<file path="src/rtl/ppu_out_packer.sv">
// Packs PPU output bytes little-endian into 32-bit words, buffers them in a
// small word FIFO and writes them to the output buffer at auto-incrementing addresses.
module ppu_out_packer #(
  parameter int ADDR_W     = 16,
  parameter int FIFO_DEPTH = 4
) (
  input  logic              clk,
  input  logic              rst,
  input  logic              start,
  input  logic [ADDR_W-1:0] base_addr,
  input  logic [15:0]       num_bytes,
  input  logic [7:0]        in_data,
  input  logic              in_valid,
  output logic              in_ready,
  output logic              wr_en,
  output logic [ADDR_W-1:0] wr_addr,
  output logic [31:0]       wr_data,
  output logic [3:0]        wr_strb,
  input  logic              wr_ready,
  output logic              busy,
  output logic              done,
  output logic              err
);

  localparam int PW = $clog2(FIFO_DEPTH);

  typedef enum logic [1:0] {IDLE, PACK, DRAIN, DONE} state_t;

  state_t            state;
  logic [ADDR_W-1:0] base_q;
  logic [ADDR_W-1:0] word_idx;
  logic [15:0]       num_q;
  logic [15:0]       byte_cnt;
  logic [1:0]        lane;
  logic [31:0]       pack_data;
  logic [3:0]        pack_strb;

  logic [35:0]       mem [FIFO_DEPTH];
  logic [PW-1:0]     rd_ptr;
  logic [PW-1:0]     wr_ptr;
  logic [PW:0]       count;

  logic              fifo_full;
  logic              fifo_empty;
  logic              accept;
  logic              last_byte;
  logic              push;
  logic              pop;
  logic [31:0]       merged_data;
  logic [3:0]        merged_strb;

  always_comb begin
    fifo_full   = (count == (PW+1)'(FIFO_DEPTH));
    fifo_empty  = (count == '0);
    in_ready    = (state == PACK) && !fifo_full;
    accept      = in_valid && in_ready;
    last_byte   = ((byte_cnt + 16'd1) == num_q);
    push        = accept && ((lane == 2'd3) || last_byte);
    merged_data = pack_data | ({24'd0, in_data} << {lane, 3'b000});
    merged_strb = pack_strb | (4'b0001 << lane);
    wr_en       = !fifo_empty;
    pop         = wr_en && wr_ready;
    // head is masked while empty so the write bus reads 0 without resetting storage
    wr_data     = fifo_empty ? '0 : mem[rd_ptr][35:4];
    wr_strb     = fifo_empty ? '0 : mem[rd_ptr][3:0];
    wr_addr     = base_q + word_idx;
    busy        = (state != IDLE);
    done        = (state == DONE);
  end

  always_ff @(posedge clk) begin
    if (push) mem[wr_ptr] <= {merged_data, merged_strb};
  end

  always_ff @(posedge clk or posedge rst) begin
    if (rst) begin
      state     <= IDLE;
      base_q    <= '0;
      num_q     <= '0;
      word_idx  <= '0;
      byte_cnt  <= '0;
      lane      <= '0;
      pack_data <= '0;
      pack_strb <= '0;
      rd_ptr    <= '0;
      wr_ptr    <= '0;
      count     <= '0;
      err       <= 1'b0;
    end else begin
      if (in_valid && !in_ready) err <= 1'b1;

      case (state)
        IDLE: begin
          if (start) begin
            base_q    <= base_addr;
            num_q     <= num_bytes;
            err       <= 1'b0;
            byte_cnt  <= '0;
            lane      <= '0;
            word_idx  <= '0;
            pack_data <= '0;
            pack_strb <= '0;
            state     <= (num_bytes == 16'd0) ? DONE : PACK;
          end
        end
        PACK: begin
          if (accept) begin
            byte_cnt <= byte_cnt + 16'd1;
            lane     <= lane + 2'd1;
            if (push) begin
              pack_data <= '0;
              pack_strb <= '0;
            end else begin
              pack_data <= merged_data;
              pack_strb <= merged_strb;
            end
            if (last_byte) state <= DRAIN;
          end
        end
        DRAIN: begin
          // leave in the cycle of the final handshake so done follows it directly
          if (fifo_empty || ((count == (PW+1)'(1)) && pop)) state <= DONE;
        end
        DONE: state <= IDLE;
        default: state <= IDLE;
      endcase

      if (push) wr_ptr <= wr_ptr + 1'b1;
      if (pop) begin
        rd_ptr   <= rd_ptr + 1'b1;
        word_idx <= word_idx + 1'b1;
      end
      case ({push, pop})
        2'b10:   count <= count + 1'b1;
        2'b01:   count <= count - 1'b1;
        default: count <= count;
      endcase
    end
  end

endmodule

</file>
<file path="config.mk">
export PLATFORM = sky130hd
export DESIGN_NAME = ppu_out_packer
export DESIGN_NICKNAME = d
export VERILOG_FILES = /design/src/rtl/ppu_out_packer.sv
export SDC_FILE = /design/constraint.sdc
export NUM_CORES = 1
export LEC_CHECK = 0
export CAP_MARGIN = 10
export CORE_MARGIN = 4
export CORE_UTILIZATION = 40
export DETAILED_ROUTE_END_ITERATION = 7
export HOLD_SLACK_MARGIN = 0.08
export PLACE_DENSITY_LB_ADDON = 0.08
export REMOVE_ABC_BUFFERS = 1
export SYNTH_ARGS = -nofsm -noshare
export SYNTH_HDL_FRONTEND = slang
export SYNTH_SLANG_ARGS = --single-unit
</file>
<file path="constraint.sdc">
create_clock -name clk -period 6.1 [get_ports clk]
set_clock_uncertainty 0.2 [all_clocks]
set_input_delay 0.915 -clock clk [delete_from_list [all_inputs] [get_ports clk]]
set_output_delay 0.915 -clock clk [all_outputs]
set_load 0.1 [all_outputs]
</file>
==> impl_summary.txt <==
----------------------------------------------------
[Status]
  Status ... finished clean

[CTS]
  Sinks on the clock net ... 256
  Cts hold-fix bufs ... 0
  Setup bufs post-CTS ... 0
  Clock H-tree levels ... 1
  Cts repair resizes ... 0
  Clock latency on the worst-skew pair ... 0.55 ns
  Register clock-pin slew on the reported worst setup and hold paths ... about 0.060 ns
  TritonCTS Buffers ... 29
  TritonCTS clock tree ... built
  Master cell of the clock root buffer ... clkbuf_16
  Number of buffers between clock root and the deepest sink ... 3

[Global routing]
  Met1 demand-to-capacity share in global routing ... 22.4%
  Wire length of the first global-routing pass ... 42000 um
  Via count of the first global-routing pass ... 7573
  Pin count of the biggest net entering global routing ... 57
  Global route hottest layer ... met2
  Initial antenna violation count ... 1
  Overall Global Routing Usage ... between 10% and 20%
  Fraction of met3 tracks used by global routing ... 2.44%
  Residual overflow from global routing ... 0
  Grt met2 use ... roughly a quarter

[STA]
  Worst slew margin ... just under 30%
  Setup repair after global routing missed its margin ... false
  Setup-violating endpoint count in the final report ... 0
  Post-layout min period ... around 5.4 ns
  Fraction of the cycle the final worst path needs ... 89.1%
  Fmax ... 184 MHz
  Final setup TNS ... 0 ns
  Final Hold Viols ... 0
  PnR worst setup slack ... 0.664 ns
  Slew @ Worst Pin ... 1.05 ns
  WHS ... 0.276 ns
  Final max-slew violation count ... 0

[Setup path]
  CP required ... 4.98 ns
  Ordered list of cells on the worst path ... ha_1 -> inv_1 -> fa_1 -> nor2b_1 -> o21ai_0 -> a21boi_0 -> o211ai_1 -> a21oi_1 -> or4b_2 -> nand3_1 -> clkdlybuf4s50_1
  WS Path Type ... reg -> out
  Top cell family by delay on the critical path ... buffers and inverters
  Highest fanout seen on the critical path ... 5
  Worst setup EP type ... output pin
  Maximum single-stage delay on the critical path ... 1.13 ns
  Critical path arrival ... 4.32 ns
  CP startpoint kind ... flip-flop
  Crit-path slowest cell ... clkdlybuf4s50_1
  Crit path buf inv count ... 2

[Routing]
  Detailed-route via count ... about 7.4k
  Aggregate routed wire length ... 25700 um
  DRC viols ... 0
  Iteration-0 DRC count of the detailed router ... 468
  Routed wire length per instance ... 18.8 um
  Number of vias per cell after detailed routing ... between 5 and 6
  Total iterations of the first detailed-routing run ... 5
  Detail Route Antenna Nets ... 0

[Yosys]
  Number of synthesized flops with an enable pin ... 144
  Sequential-to-total area share from yosys stat ... between 50% and 60%
  Library cell with the highest instance count after synthesis ... edfxtp_1
  Netlist area before placement ... 11900 um^2
  Average cell area after synthesis ... 13.8 um^2
  Fraction of registers with async set or reset after synthesis ... 43.8%
  Post-synth top area share ... 36.4%
  Most common flop cell mapped by yosys ... edfxtp_1
  Most area-hungry cell type in the Yosys netlist ... edfxtp_1
  Number of flip-flops and latches in the synthesized netlist ... 256
  Post-synthesis instance total ... 864
  Unique masters post-synth ... 65
  Largest cells by area after synthesis ... edfxtp_1 36%, dfrtp_1 24%, mux4_2 6.8%
  Yosys warning count ... 0
  Synth top cells by count ... 144 x edfxtp_1, 112 x dfrtp_1, 58 x o21ai_0, 46 x nand2_1, 42 x and2_1

[Flow run]
  Number of max-capacitance violations reported ... 0

[Placed design]
  Count of buffers from port buffering ... 101
  Half-perimeter wire length of the detailed placement result ... roughly 16000 um
  Worst slack at placement ... 1.21 ns
  Placed cell count ... ~1.3k
  Final weighted congestion of routability-driven global placement ... 0.765

[Layout]
  Fraction of final layout cells sized beyond drive strength 1 ... between 10% and 20%
  Antenna fix cells ... 0
  Number of nets at the end of the flow ... 1045
  P&R area growth vs syn ... 19.3%
  Filler instances ... 2569
  Post-Layout Cell Count ... between 1k and 1.5k

[Floorplanning]
  Count of boundary I/O pins ... 102
  Starting utilization of the core area ... 41.0%
  Die width ... 180 um
  Core region area ... 29000 um^2
  Die H ... 180 um
  Die area ... approximately 33000 um^2
  Cell row count ... 62

[Min path]
  Worst min-delay path class ... reg -> reg

----------------------------------------------------
-- flip-flops by register name, indices dropped and copies added (netlist names), 3 cells and up --
signal	cells
pack_data	32
base_q	16
byte_cnt	16
num_q	16
pack_strb	4
count	3
mem	144
word_idx	16
-- kinds of logic after synthesis --
kind of cell,synth area share [%]
flops,60.0
fa+ha+maj,3.75
compound gates,11.8
buf+inv,2.53
simple gates,9.14
mux,10.2
xor+xnor,2.65
-- final cells by class --
| class | instances | area [um^2] | area share (%) |
|---|---|---|---|
| sequential | 256 | 7130 | 50.3 |
| multi-input combinational | 541 | 4460 | 31.5 |
| timing repair buffer | 112 | 1090 | 7.72 |
| clock buffer | 40 | 797 | 5.62 |
| tap | 384 | 480 | 3.39 |
| clock inverter | 14 | 113 | 0.794 |
| inverter | 25 | 98.8 | 0.697 |
-- worst reg2reg max path: stages (launching register included) --
cell and delay [ns]:
dfrtp_1 0.47, ha_1 0.35, and4_4 0.34, a32oi_1 0.15
a2111oi_4 0.36, o2111ai_2 0.21, o41ai_4 0.50, and2_2 0.94
-- layout by cell type (no fill, tap or decap), types with 20 or more instances in the layout --
cell type        synthesis  final
edfxtp_1               144    144
dfrtp_1                112    111
clkdlybuf4s50_1          0    101
o21ai_0                 58     58
nand2_1                 46     45
and2_1                  42     41
a21o_1                  37     37
a32o_1                  36     36
mux4_2                  36     36
ha_1                    34     34
mux2_2                  32     32
nor2_1                  30     29
clkbuf_16                0     29
xnor2_1                 28     28
a21oi_1                 23     23
inv_1                   23     22
nand3_1                 20     20
-- metrics by stage --
| stage | cell area [um^2] | utilization [%] |
|---|---|---|
| after CTS | 14200 | 48.9 |
| final | 14200 | 48.9 |
| after global placement | 13300 | 45.7 |
| after global routing | 14200 | 48.9 |
| after floorplan | 11700 | - |
| after detailed placement | 13300 | 45.7 |
-- path summary, 6_finish.rpt --
kind	slack [ns]	start	end	cells past startpoint
max reg2reg	2.17	byte_cnt[0]	mem[1][4]	7
min in group asynchronous	0.57	rst	base_q[15]	2
min reg2reg	0.28	pack_strb[3]	pack_strb[3]	1
max	0.66	word_idx[0]	wr_addr[10]	11
max in group asynchronous	4.05	rst	num_q[9]	3
min	0.28	pack_strb[3]	pack_strb[3]	1
-- routing by layer --
layer | vias up | part of all wire, %
li1 | 3508 | -
met1 | 3701 | 46
met2 | 148 | 48
met3 | 36 | 4.0
met4 | 0 | 1.9
met5 | - | 0
Power is not shown: default switching activity piles up to over one toggle a cycle in this logic, so the estimate is an artifact.
